[config.mk]
export PLATFORM = sky130hd
export DESIGN_NAME = coin_ctrl_flat
export DESIGN_NICKNAME = d
export VERILOG_FILES = /design/src/rtl/vend_pkg.sv /design/src/rtl/coin_ctrl_if.sv /design/src/rtl/btn_debounce.sv /design/src/rtl/coin_ctrl.sv /design/src/flat_wrapper.sv
export SDC_FILE = /design/constraint.sdc
export NUM_CORES = 1
export LEC_CHECK = 0
export CAP_MARGIN = 20
export CORE_MARGIN = 2
export CORE_UTILIZATION = 40
export DETAILED_ROUTE_END_ITERATION = 10
export PLACE_DENSITY = 0.57
export RECOVER_POWER = 100
export SYNTH_ARGS = -nofsm -noshare
export SYNTH_HDL_FRONTEND = slang
export SYNTH_SLANG_ARGS = --single-unit
[constraint.sdc]
create_clock -name clk -period 7.1 [get_ports clk]
set_clock_uncertainty 0.15 [all_clocks]
set_input_delay 1.42 -clock clk [delete_from_list [all_inputs] [get_ports clk]]
set_output_delay 1.42 -clock clk [all_outputs]
set_load 0.01 [all_outputs]
[src/rtl/vend_pkg.sv]
// Shared types and constants for the vending-machine front-panel controller.
package vend_pkg;
    localparam int CV_W     = 10;
    localparam int COIN_MAX = 1023;

    typedef enum logic [1:0] {
        S_OFF    = 2'd0,
        S_HELLO  = 2'd1,
        S_INSERT = 2'd2
    } state_t;

    localparam logic [CV_W-1:0] COIN_U0 = 10'd1;
    localparam logic [CV_W-1:0] COIN_U1 = 10'd2;
    localparam logic [CV_W-1:0] COIN_U2 = 10'd10;
    localparam logic [CV_W-1:0] COIN_U3 = 10'd20;

    // Lowest set coin bit wins; simultaneous higher coins are dropped.
    function automatic logic [CV_W-1:0] coin_unit(input logic [3:0] ev);
        if (ev[0])      return COIN_U0;
        else if (ev[1]) return COIN_U1;
        else if (ev[2]) return COIN_U2;
        else if (ev[3]) return COIN_U3;
        else            return '0;
    endfunction
endpackage

[src/rtl/coin_ctrl_if.sv]
// Front-panel bundle: raw switch/button inputs and the display/dispense outputs.
interface coin_ctrl_if;
    import vend_pkg::*;

    logic            power_sw;
    logic            start_btn;
    logic [3:0]      coin_btn;
    logic [1:0]      buy_btn;
    logic            cancel_btn;
    logic            light;
    logic            op_start;
    logic [CV_W-1:0] coin_val;
    logic [CV_W-1:0] change_val;
    logic [1:0]      vend;
    logic            err;

    modport master (
        output power_sw, start_btn, coin_btn, buy_btn, cancel_btn,
        input  light, op_start, coin_val, change_val, vend, err
    );
    modport slave (
        input  power_sw, start_btn, coin_btn, buy_btn, cancel_btn,
        output light, op_start, coin_val, change_val, vend, err
    );
endinterface

[src/rtl/btn_debounce.sv]
// One raw input: 2-flop synchroniser, stable-sample counter, debounced level and rise pulse.
module btn_debounce #(
    parameter int DEB_CNT = 1_000_000
) (
    input  logic clk,
    input  logic rst_n,
    input  logic raw,
    output logic level,
    output logic rise
);
    localparam int CW = $clog2(DEB_CNT + 1);

    logic          s1, s2;
    logic [CW-1:0] cnt;

    always_ff @(posedge clk or negedge rst_n) begin
        if (!rst_n) begin
            s1    <= 1'b0;
            s2    <= 1'b0;
            cnt   <= '0;
            level <= 1'b0;
            rise  <= 1'b0;
        end else begin
            s1   <= raw;
            s2   <= s1;
            rise <= 1'b0;
            // Any sample matching the current level restarts the count.
            if (s2 == level) begin
                cnt <= '0;
            end else if (cnt == CW'(DEB_CNT - 1)) begin
                cnt   <= '0;
                level <= s2;
                rise  <= s2;
            end else begin
                cnt <= cnt + 1'b1;
            end
        end
    end
endmodule

[src/rtl/coin_ctrl.sv]
// Debounces the front panel, accumulates credit and runs the purchase/refund FSM.
module coin_ctrl
    import vend_pkg::*;
#(
    parameter int              DEB_CNT = 1_000_000,
    parameter logic [CV_W-1:0] PRICE0  = 10'd5,
    parameter logic [CV_W-1:0] PRICE1  = 10'd10
) (
    input  logic  clk,
    input  logic  rst_n,
    coin_ctrl_if.slave bus
);
    localparam int NB = 9;

    // Bit map: 0 power, 1 start, 5:2 coin, 7:6 buy, 8 cancel.
    logic [NB-1:0] raw, lvl, rise;
    assign raw = {bus.cancel_btn, bus.buy_btn, bus.coin_btn, bus.start_btn, bus.power_sw};

    for (genvar i = 0; i < NB; i++) begin : g_deb
        btn_debounce #(.DEB_CNT(DEB_CNT)) u_deb (
            .clk   (clk),
            .rst_n (rst_n),
            .raw   (raw[i]),
            .level (lvl[i]),
            .rise  (rise[i])
        );
    end

    logic       power, ev_start, ev_cancel;
    logic [3:0] ev_coin;
    logic [1:0] ev_buy;
    logic       unused_deb;
    assign power      = lvl[0];
    assign ev_start   = rise[1];
    assign ev_coin    = rise[5:2];
    assign ev_buy     = rise[7:6];
    assign ev_cancel  = rise[8];
    assign unused_deb = &{1'b0, lvl[NB-1:1], rise[0]};

    state_t          state;
    logic            light, op_start, err;
    logic [CV_W-1:0] credit, change;
    logic [1:0]      vend;

    logic [CV_W:0]   coin_sum;
    logic            buy_k;
    logic [CV_W-1:0] price;
    assign coin_sum = {1'b0, credit} + {1'b0, coin_unit(ev_coin)};
    assign buy_k    = ~ev_buy[0];
    assign price    = buy_k ? PRICE1 : PRICE0;

    always_ff @(posedge clk or negedge rst_n) begin
        if (!rst_n) begin
            state    <= S_OFF;
            light    <= 1'b0;
            op_start <= 1'b0;
            credit   <= '0;
            change   <= '0;
            vend     <= '0;
            err      <= 1'b0;
        end else begin
            vend <= '0;
            err  <= 1'b0;
            if (!power) begin
                state    <= S_OFF;
                light    <= 1'b0;
                op_start <= 1'b0;
                credit   <= '0;
            end else begin
                case (state)
                    S_OFF: begin
                        state <= S_HELLO;
                        light <= 1'b1;
                    end
                    S_HELLO: if (ev_start) begin
                        state    <= S_INSERT;
                        op_start <= 1'b1;
                    end
                    S_INSERT: begin
                        if (ev_cancel) begin
                            change   <= credit;
                            credit   <= '0;
                            state    <= S_HELLO;
                            op_start <= 1'b0;
                        end else if (|ev_buy) begin
                            if (credit >= price) begin
                                credit <= credit - price;
                                vend   <= buy_k ? 2'b10 : 2'b01;
                            end else begin
                                err <= 1'b1;
                            end
                        end else if (|ev_coin) begin
                            if (coin_sum > (CV_W+1)'(COIN_MAX)) err <= 1'b1;
                            else                                credit <= coin_sum[CV_W-1:0];
                        end
                    end
                    default: begin
                        state    <= S_OFF;
                        light    <= 1'b0;
                        op_start <= 1'b0;
                    end
                endcase
            end
        end
    end

    assign bus.light      = light;
    assign bus.op_start   = op_start;
    assign bus.coin_val   = credit;
    assign bus.change_val = change;
    assign bus.vend       = vend;
    assign bus.err        = err;
endmodule

[src/flat_wrapper.sv]
// flat-port wrapper written by rule: the top's interface ports become plain ports
module coin_ctrl_flat import vend_pkg::*;
#(
    parameter int              DEB_CNT = 1_000_000,
    parameter logic [CV_W-1:0] PRICE0  = 10'd5,
    parameter logic [CV_W-1:0] PRICE1  = 10'd10
)
  (clk, rst_n, bus_power_sw, bus_start_btn, bus_coin_btn, bus_buy_btn, bus_cancel_btn, bus_light, bus_op_start, bus_coin_val, bus_change_val, bus_vend, bus_err);
  coin_ctrl_if bus_i ();
  input  logic clk;
  input  logic rst_n;
  input wire logic [$bits(bus_i.power_sw)-1:0] bus_power_sw;
  input wire logic [$bits(bus_i.start_btn)-1:0] bus_start_btn;
  input wire logic [$bits(bus_i.coin_btn)-1:0] bus_coin_btn;
  input wire logic [$bits(bus_i.buy_btn)-1:0] bus_buy_btn;
  input wire logic [$bits(bus_i.cancel_btn)-1:0] bus_cancel_btn;
  output wire logic [$bits(bus_i.light)-1:0] bus_light;
  output wire logic [$bits(bus_i.op_start)-1:0] bus_op_start;
  output wire logic [$bits(bus_i.coin_val)-1:0] bus_coin_val;
  output wire logic [$bits(bus_i.change_val)-1:0] bus_change_val;
  output wire logic [$bits(bus_i.vend)-1:0] bus_vend;
  output wire logic [$bits(bus_i.err)-1:0] bus_err;
  assign bus_i.power_sw = bus_power_sw;
  assign bus_i.start_btn = bus_start_btn;
  assign bus_i.coin_btn = bus_coin_btn;
  assign bus_i.buy_btn = bus_buy_btn;
  assign bus_i.cancel_btn = bus_cancel_btn;
  assign bus_light = bus_i.light;
  assign bus_op_start = bus_i.op_start;
  assign bus_coin_val = bus_i.coin_val;
  assign bus_change_val = bus_i.change_val;
  assign bus_vend = bus_i.vend;
  assign bus_err = bus_i.err;
  coin_ctrl #(.DEB_CNT(DEB_CNT), .PRICE0(PRICE0), .PRICE1(PRICE1)) u_core (.clk(clk), .rst_n(rst_n), .bus(bus_i));
endmodule
==> metrics.csv, run 1 <==
metric,value,unit
outcome,finished clean,
"Reg clk slew, reported paths",0.06,ns
vias in the first global route,7645,
RSZ-0062 raised after global routing,no,
Mapped Area,11400,sq um
fin. max-slew vios,0,
cts hold-fix bufs,0,
Die Y,173,microns
IO Pins,36,
routability congestion estimate,0.813,
residual DRC count,0,
count of unique library cells instantiated by Yosys,61,
total gr overflow,0,
via/cell ratio,4.95,
Main synth FF type,dfrtp_1,
sequential share of power,0.485,
synthesized area per cell,10.2,sq um
chip width,173,microns
Tot GR Track Use,0.146,
Mapped Cells,1122,
internal power,2.27,mW
Critical R2R Launch,u_core.g_deb[4].u_deb.rise$_DFF_PN0_,
Worst Hold Endpoint,u_core.g_deb[7].u_deb.s2$_DFF_PN0_,
Slew HR,0.285,
first drt pass iteration count,6,
CP endpoint kind,primary output,
"Data required, critical path",5.53,ns
"most common cell after layout, fill and taps aside",dfrtp_1,
crit-path cells,dlygate4sd3_1,
initial antenna violation count,0,
CTS buffer count,27,
layout cell share with drive strength beyond 1,0.0674,
Worst path slowest cell,dlygate4sd3_1,
R2R depth,8,
FP Rows,61,
hpwl dp,14.3,mm
fin nets,1201,
CTS tree,built,
Clock Power Share,0.490,
Final ANT Viol Nets,0,
Synthesis Warnings,0,
Comb pwr share,0.025,
die footprint,29900,sq um
Post-synth EDFFs,0,
most frequent cells in the layout,"242 x dfrtp_1, 227 x nor2_1, 102 x xor2_1",
first-pass GRT wire length,37.5,mm
DRT iter0 DRCs,383,
Crit Path Class,flop to primary output,
Skew-Pair Late Insertion Delay,0.54,ns
switching part of the total,0.221,
hold_sp,u_core.g_deb[7].u_deb.s1$_DFF_PN0_,
Worst Path Arrival,1.79,ns
DR vias,7743,
Setup TNS,0,ns
Cell Pwr Density,223,nW/um^2
Final Critical Period,3.36,ns
clk sinks,242,
CP bufs+invs,1,
Net Switching,0.644,mW
P_leak,5.77,nW
placed insts,1515,
CTS H-tree depth,1,
final core occ,0.467,
Final period util,0.473,
syn_nets,1157,
clk root buf,clkbuf_16,
CP Max Fanout,10,
Max Clock Freq,0.298,GHz
Total Wirelength,21.4,mm
Final Hold Fails,0,
CP startpoint kind,flop,
postcts setup bufs,0,
drt wl/cell,13.7,microns
R2R Setup Slk,4.00,ns
Crit Reg-Reg Endpoint,u_core.bus.coin_val[8]$_DFFE_PN0P_,
fill cell count,2706,
Yosys reg bits,242,
Max-cap violations,0,
fraction of registers with async set/reset,1.00,
filler-free cell count of the finished design,1565,
register area share after synthesis,0.531,
Area Overhead vs Synth,14.5,%
Starting Density,0.408,
"delay-heaviest family, CP",buffers and inverters,
final-report setup violation count,0,
Hold Slack,0.196,ns
I/O Buffers,35,
largest net degree at the start of global routing,151,
Ant. Diodes,0,
Worst Hold Class,flop to flop,
max incr delay on CP,0.67,ns
post-cts gate resize count,0,
Hold Path Depth,0,
Least-Margin Pin Slew,1.07,ns
Max Buffers Root-to-Sink,3,
Max IR drop VDD,0.150,mV
core area,27900,sq um
## metrics by stage
stage / setup slack (ns) / cell area [sq um] / power, mW
CTS: 3.75 / 13100 / 2.97
finish: 3.74 / 13100 / 2.92
detailed placement: 4.08 / 12100 / 1.52
floorplan: 4.35 / 11400 / 1.47
global placement: 4.08 / 12100 / 1.52
global route: 3.65 / 13100 / 3.03
## flip-flops by register name, indices dropped and copies added, names as in the netlist
signal                    flops
u_core.g_deb.u_deb.s1         9
u_core.bus.change_val        10
u_core.state                  2
u_core.bus.light              1
u_core.g_deb.u_deb.rise       8
u_core.g_deb.u_deb.level      9
u_core.g_deb.u_deb.s2         9
u_core.bus.coin_val          10
u_core.bus.err                1
u_core.bus.op_start           1
u_core.bus.vend               2
u_core.g_deb.u_deb.cnt      180
## per-layer routing
metal | up-vias | track usage | routed length [microns]
li1 | 3894 | - | -
met1 | 3732 | 0.210 | 10700
met2 | 86 | 0.233 | 9510
met3 | 31 | 0.0224 | 678
met4 | 0 | 0.0360 | 463
met5 | - | 0 | 0
## power groups by stage
stage          Clock, mW  Sequential [mW]  Combinational, mW
3_3_place_gp           0             1.44             0.0779
4_1_cts             1.48             1.41             0.0787
2_1_floorplan          0             1.43             0.0360
5_1_grt             1.53             1.42             0.0867
3_5_place_dp           0             1.44             0.0790
6_report            1.43             1.41             0.0728
## final cells by class
| cell class | count | area, sq um | area share |
|---|---|---|---|
| Multi-Input combinational cell | 833 | 5130 | 0.393 |
| Inverter | 26 | 97.6 | 0.00748 |
| Timing Repair Buffer | 36 | 375 | 0.0288 |
| Tap cell | 378 | 473 | 0.0362 |
| Sequential cell | 242 | 6060 | 0.464 |
| Clock inverter | 22 | 229 | 0.0175 |
| Clock buffer | 28 | 689 | 0.0528 |
## cell usage after synthesis, types with 6 or more instances
cell / number / share of area
a21oi_1: 7 / 0.0031
and3_1: 29 / 0.016
and4_1: 7 / 0.0054
buf_2: 10 / 0.0044
dfrtp_1: 242 / 0.53
ha_1: 22 / 0.024
inv_1: 25 / 0.0082
mux2_2: 15 / 0.015
nand2_1: 74 / 0.024
nand3_1: 92 / 0.040
nand4_1: 20 / 0.011
nor2_1: 227 / 0.075
nor2b_1: 6 / 0.0033
nor3_1: 28 / 0.012
nor3b_1: 10 / 0.0066
nor4_1: 14 / 0.0077
nor4b_1: 16 / 0.012
o21ai_0: 16 / 0.0070
or2_2: 7 / 0.0038
or3_1: 9 / 0.0049
xnor2_1: 69 / 0.053
xor2_1: 102 / 0.078
## kinds of logic (layout without fill, tap and decap cells)
family / count (synthesis) / count (layout) / synth area share
AND/OR/NAND/NOR: 569 / 569 / 0.244
flip-flops: 242 / 242 / 0.531
XOR/XNOR: 171 / 171 / 0.131
AO/OA/AOI/OAI: 51 / 51 / 0.0306
buffers and inverters: 47 / 112 / 0.0179
adder cells (fa/ha/maj): 24 / 24 / 0.0277
multiplexers: 18 / 18 / 0.0174
## worst max path at each step
stage	startpoint	endpoint	slack, ns	depth (start not counted)
after CTS	u_core.bus.coin_val[5]$_DFFE_PN0P_	bus_coin_val[5]	3.75	1
after floorplan	u_core.bus.coin_val[0]$_DFFE_PN0P_	u_core.bus.coin_val[7]$_DFFE_PN0P_	4.35	9
after global placement	u_core.g_deb[4].u_deb.rise$_DFF_PN0_	u_core.bus.coin_val[5]$_DFFE_PN0P_	4.08	8
final	u_core.bus.coin_val[5]$_DFFE_PN0P_	bus_coin_val[5]	3.74	1
after global routing	u_core.bus.coin_val[5]$_DFFE_PN0P_	bus_coin_val[5]	3.65	1
after detailed placement	u_core.g_deb[4].u_deb.rise$_DFF_PN0_	u_core.bus.coin_val[5]$_DFFE_PN0P_	4.08	8
(Power assumes the default switching activity.)
==> run 2: changes to the inputs <==
--- a/config.mk
+++ b/config.mk
@@ -9,7 +9,7 @@
 export CORE_MARGIN = 2
 export CORE_UTILIZATION = 40
 export DETAILED_ROUTE_END_ITERATION = 10
-export PLACE_DENSITY = 0.57
+export PLACE_DENSITY = 0.59
 export RECOVER_POWER = 100
 export SYNTH_ARGS = -nofsm -noshare
 export SYNTH_HDL_FRONTEND = slang
==> constraint.sdc (replaced) <==
create_clock -name clk -period 2.7 [get_ports clk]
set_clock_uncertainty 0.15 [all_clocks]
set_input_delay 0.54 -clock clk [delete_from_list [all_inputs] [get_ports clk]]
set_output_delay 0.54 -clock clk [all_outputs]
set_load 0.01 [all_outputs]
==> run 2 against run 1 <==
Effect of this change:
- count of clock-buffer cells in the layout rose by 12
- hold slack improved by 0.0048 ns
- the flow now finishes with violations (max-capacitance violations, max-slew violations)
- critical endpoint is now u_core.bus.coin_val[5]$_DFFE_PN0P_
- cell count rose by 2.0%
- sequential cell count did not move
- routed wire length rose by 1.2%
- largest cell class unchanged
- clock power rose to 2.8 times the previous value
- combinational power rose to 2.8 times the previous value
- global-route usage rose by 0.14 points
- critical path type is now flop to flop
- via count rose by 1.7%
==> metrics.csv, run 2 (synthesis gave the netlist of run 1 again) <==
metric,value,unit
via/cell ratio,4.93,
fin. max-slew vios,65,
Max Buffers Root-to-Sink,3,
Max Clock Freq,0.371,GHz
Hold Path Depth,0,
hpwl dp,14.7,mm
DRT iter0 DRCs,375,
Max IR drop VDD,0.492,mV
R2R Setup Slk,0.003,ns
Critical R2R Launch,u_core.g_deb[2].u_deb.rise$_DFF_PN0_,
IO Pins,36,
layout cell share with drive strength beyond 1,0.0870,
Largest Register,u_core.g_deb.u_deb.cnt,
FP Rows,61,
Skew-Pair Late Insertion Delay,0.53,ns
first drt pass iteration count,4,
"Data required, critical path",3.01,ns
fin nets,1232,
Crit Path Class,flop to flop,
CTS buffer count,28,
most frequent cells in the layout,"241 x dfrtp_1, 227 x nor2_1, 102 x xor2_1",
filler-free cell count of the finished design,1596,
fill cell count,2590,
"Reg clk slew, reported paths",0.06,ns
Area Overhead vs Synth,17.2,%
routability congestion estimate,0.826,
Final period util,0.999,
first-pass GRT wire length,37.9,mm
residual DRC count,0,
I/O Buffers,35,
area of the multi-input gates,5190,sq um
final-report setup violation count,0,
"most common cell after layout, fill and taps aside",dfrtp_1,
Max-cap violations,1,
Tot GR Track Use,0.148,
CP endpoint kind,flop,
clk root buf,clkbuf_16,
R2R depth,8,
core area,27900,sq um
P_leak,5.91,nW
Setup TNS,0,ns
max reg flops,180,
CTS H-tree depth,1,
Starting Density,0.408,
Seq. cell area,6060,sq um
initial antenna violation count,0,
Worst Path Arrival,3.00,ns
Final Hold Fails,0,
drt wl/cell,13.5,microns
Cell Pwr Density,588,nW/um^2
Die Y,173,microns
Worst Hold Class,flop to flop,
placed insts,1543,
Crit Reg-Reg Endpoint,u_core.bus.coin_val[5]$_DFFE_PN0P_,
largest net degree at the start of global routing,66,
CTS tree,built,
CP Max Fanout,5,
DR vias,7874,
Final Instance Area,13400,sq um
Least-Margin Pin Slew,1.64,ns
RSZ-0062 raised after global routing,yes,
CP startpoint kind,flop,
outcome,"complete, but fails checks",
clk sinks,242,
die footprint,29900,sq um
Total Wirelength,21.6,mm
failing checks,"max-capacitance violations, max-slew violations",
Final ANT Viol Nets,0,
Final Critical Period,2.70,ns
hold_sp,u_core.g_deb[1].u_deb.s1$_DFF_PN0_,
Worst Hold Endpoint,u_core.g_deb[1].u_deb.s2$_DFF_PN0_,
chip width,173,microns
total gr overflow,0,
Slew HR,-0.0921,
vias in the first global route,7918,
Ant. Diodes,0,
instance area after placement,12400,sq um
run 2: final cells by class:
class,instances,share of cell area
Clock inverter,11,0.0140
Clock buffer,40,0.0589
Tap cell,378,0.0354
Multi-Input combinational cell,833,0.388
Inverter,26,0.00730
Timing Repair Buffer,66,0.0430
Sequential cell,242,0.453
run 2: where the power goes:
part           internal (mW)  switching, mW
Clock                   2.50           1.44
Combinational         0.0585          0.142
Sequential              3.67         0.0429
run 2: worst max-delay path, stage by stage, from the launching register on:
cell and delay (ns):
dfrtp_2 0.45, ha_2 0.22, fa_2 0.37, a211oi_4 0.29, o21bai_2 0.13, a41o_1 0.23
a211o_1 0.28, or3_1 0.36, a21oi_1 0.14
run 2: timing repair:
item	in CTS	in global routing
gates cloned	0	0
resized for setup	2	7
setup endpoints to repair	3	9
buffers inserted	0	1
pin swaps	0	1
endpoints found under the hold margin	60	0
hold buffers	1	0
run 2: worst max-delay path by stage:
stage	startpoint	end	slack [ns]	cells past startpoint
4_1_cts	u_core.g_deb[4].u_deb.rise$_DFF_PN0_	u_core.bus.coin_val[8]$_DFFE_PN0P_	-0.0009	8
5_1_grt	u_core.g_deb[4].u_deb.rise$_DFF_PN0_	u_core.bus.coin_val[5]$_DFFE_PN0P_	-0.08	8
2_1_floorplan	u_core.bus.coin_val[0]$_DFFE_PN0P_	u_core.bus.coin_val[7]$_DFFE_PN0P_	0.01	9
3_3_place_gp	u_core.g_deb[2].u_deb.rise$_DFF_PN0_	u_core.bus.coin_val[8]$_DFFE_PN0P_	0.04	8
3_5_place_dp	u_core.g_deb[2].u_deb.rise$_DFF_PN0_	u_core.bus.coin_val[8]$_DFFE_PN0P_	-0.001	8
6_report	u_core.g_deb[2].u_deb.rise$_DFF_PN0_	u_core.bus.coin_val[5]$_DFFE_PN0P_	0.003	8
run 2: per-stage QoR:
step	setup WS (ns)	power (mW)	util	hold WS (ns)
floorplan	0.0111	3.87	-	0.0944
global placement	0.0415	4.00	0.443	0.183
detailed placement	-0.00119	4.00	0.443	0.191
CTS	-0.000858	8.01	0.479	0.200
global route	-0.0777	8.18	0.478	0.208
finish	0.00306	7.86	0.478	0.201
run 2: per-layer routing:
metal | part of all wire | global-route usage | up-vias
met4 | 0.016 | 0.0307 | 0
met3 | 0.031 | 0.0244 | 27
met5 | 0 | 0 | -
li1 | - | - | 3956
met2 | 0.45 | 0.238 | 86
met1 | 0.50 | 0.211 | 3805
==> run 3: changes to the inputs <==
--- a/config.mk
+++ b/config.mk
@@ -9,6 +9,7 @@
 export CORE_MARGIN = 2
 export CORE_UTILIZATION = 40
 export DETAILED_ROUTE_END_ITERATION = 10
+export GPL_TIMING_DRIVEN = 0
 export PLACE_DENSITY = 0.59
 export RECOVER_POWER = 100
 export SYNTH_ARGS = -nofsm -noshare
==> run 3 against run 2 <==
Effect of this change:
- the run ends with negative setup slack left
- setup slack worse by 0.0072 ns
- highest routed layer unchanged
- register-to-register slack about the same
- sequential share of layout area fell by 0.27 points
- critical path type unchanged
- largest power group unchanged
- die area unchanged
- sequential power hardly changed
==> metrics.csv, run 3 (synthesis gave the netlist of run 1 again) <==
metric,value,unit
CP startpoint kind,flop,
Final ANT Viol Nets,0,
Final period util,1.00,
first drt pass iteration count,4,
failing checks,negative setup slack,
Setup WS pre-CTS,-0.222,ns
die footprint,29900,sq um
Max-cap violations,0,
Least-Margin Pin Slew,1.09,ns
Worst Path Arrival,3.02,ns
"Power, Total",7.98,mW
DR vias,7888,
worst setup margin,-0.00419,ns
Critical R2R Launch,u_core.g_deb[2].u_deb.rise$_DFF_PN0_,
first-pass GRT wire length,37.9,mm
outcome,"complete, but fails checks",
via/cell ratio,4.95,
most frequent cells in the layout,"238 x dfrtp_1, 227 x nor2_1, 102 x xor2_1",
FP Rows,61,
hpwl dp,14.5,mm
Tot GR Track Use,0.147,
Largest Register,u_core.g_deb.u_deb.cnt,
residual DRC count,0,
total gr overflow,0,
placed insts,1537,
Starting Density,0.408,
CP Max Fanout,5,
max reg flops,180,
Slew HR,0.272,
Final Critical Period,2.70,ns
CTS tree,built,
RSZ-0062 raised after global routing,yes,
routability congestion estimate,0.810,
drt wl/cell,13.6,microns
"most common cell after layout, fill and taps aside",dfrtp_1,
P_leak,5.88,nW
I/O Buffers,35,
chip width,173,microns
Skew-Pair Late Insertion Delay,0.53,ns
"Reg clk slew, reported paths",0.07,ns
clk root buf,clkbuf_16,
Setup TNS,-0.00419,ns
CP endpoint kind,flop,
layout cell share with drive strength beyond 1,0.0955,
vias in the first global route,7858,
Crit Path Class,flop to flop,
filler-free cell count of the finished design,1594,
"Data required, critical path",3.01,ns
fin nets,1230,
origin of the worst setup path,u_core.g_deb[2].u_deb.rise$_DFF_PN0_,
DRT iter0 DRCs,480,
Max Buffers Root-to-Sink,3,
Worst Hold Class,flop to flop,
clk sinks,242,
Final Hold Fails,0,
final-report setup violation count,1,
fin. max-slew vios,0,
largest net degree at the start of global routing,121,
Max Clock Freq,0.370,GHz
Cell Pwr Density,593,nW/um^2
hold_sp,u_core.g_deb[6].u_deb.s1$_DFF_PN0_,
CTS buffer count,27,
Total Wirelength,21.7,mm
Area Overhead vs Synth,18.0,%
CTS H-tree depth,1,
core area,27900,sq um
Die Y,173,microns
IO Pins,36,
initial antenna violation count,0,
Max IR drop VDD,0.376,mV
## run 3: changes by cell type in the layout (fill, tap and decap cells not counted), sizes merged
cell           delta
buf               +1
bufinv            +1
clkbuf            -8
clkdlybuf4s50     +1
clkinv            -1
clkinvlp          +5
diode             +1
dlygate4sd3       -1
inv               -1
## run 3: worst max-delay path, cell delays in order, from the launching register on
cell and delay (ns):
dfrtp_2 0.46, ha_4 0.18, fa_2 0.40, a211oi_4 0.27, o21bai_2 0.13, a41o_1 0.26
a211o_4 0.30, or3_4 0.37, a21oi_2 0.11
## run 3: layout make-up
| class | instances | area (sq um) |
|---|---|---|
| fill | 2622 | 14500 |
| sequential | 242 | 6060 |
| multi-input combinational | 833 | 5260 |
| clock buffer | 34 | 762 |
| tap | 378 | 473 |
| timing repair buffer | 45 | 449 |
| clock inverter | 15 | 248 |
| buffer | 20 | 103 |
| inverter | 26 | 97.6 |
| antenna | 1 | 2.50 |
## run 3: through the flow
| step | utilization | area, sq um | hold WS (ns) |
|---|---|---|---|
| 2_1_floorplan | - | 11400 | 0.0944 |
| 3_3_place_gp | 0.438 | 12200 | 0.182 |
| 3_5_place_dp | 0.440 | 12300 | 0.185 |
| 4_1_cts | 0.480 | 13400 | 0.203 |
| 5_1_grt | 0.481 | 13400 | 0.205 |
| 6_report | 0.482 | 13500 | 0.199 |
## run 3: path summary, 6_finish.rpt
path	to	slack, ns	cells after the start
max	u_core.bus.coin_val[5]$_DFFE_PN0P_	-0.004	8
min	u_core.g_deb[6].u_deb.s2$_DFF_PN0_	0.20	0
max reg2reg	u_core.bus.coin_val[5]$_DFFE_PN0P_	-0.004	8
min reg2reg	u_core.g_deb[6].u_deb.s2$_DFF_PN0_	0.20	0
max in group asynchronous	u_core.g_deb[6].u_deb.rise$_DFF_PN0_	0.41	4
min in group asynchronous	u_core.g_deb[1].u_deb.cnt[6]$_DFF_PN0_	0.32	2
## run 3: timing repair
action / CTS / global route
endpoints found under the setup margin: 8 / 12
hold buffers: 1 / 0
pin swaps: 15 / 11
gates resized for setup: 14 / 14
hold endpoints to repair: 37 / 0
buffers inserted: 4 / 3
## run 3: per-layer routing
layer	vias up	track usage	share of wire	wire, microns
met3	38	0.0222	0.036	777
met2	96	0.233	0.45	9810
met5	-	0	0	0
met1	3798	0.211	0.49	10700
li1	3956	-	-	-
met4	0	0.0403	0.020	441
## run 3: power by group
group / internal (mW) / switching [mW]
Sequential: 3.67 / 0.0433
Clock: 2.57 / 1.49
Combinational: 0.0601 / 0.143
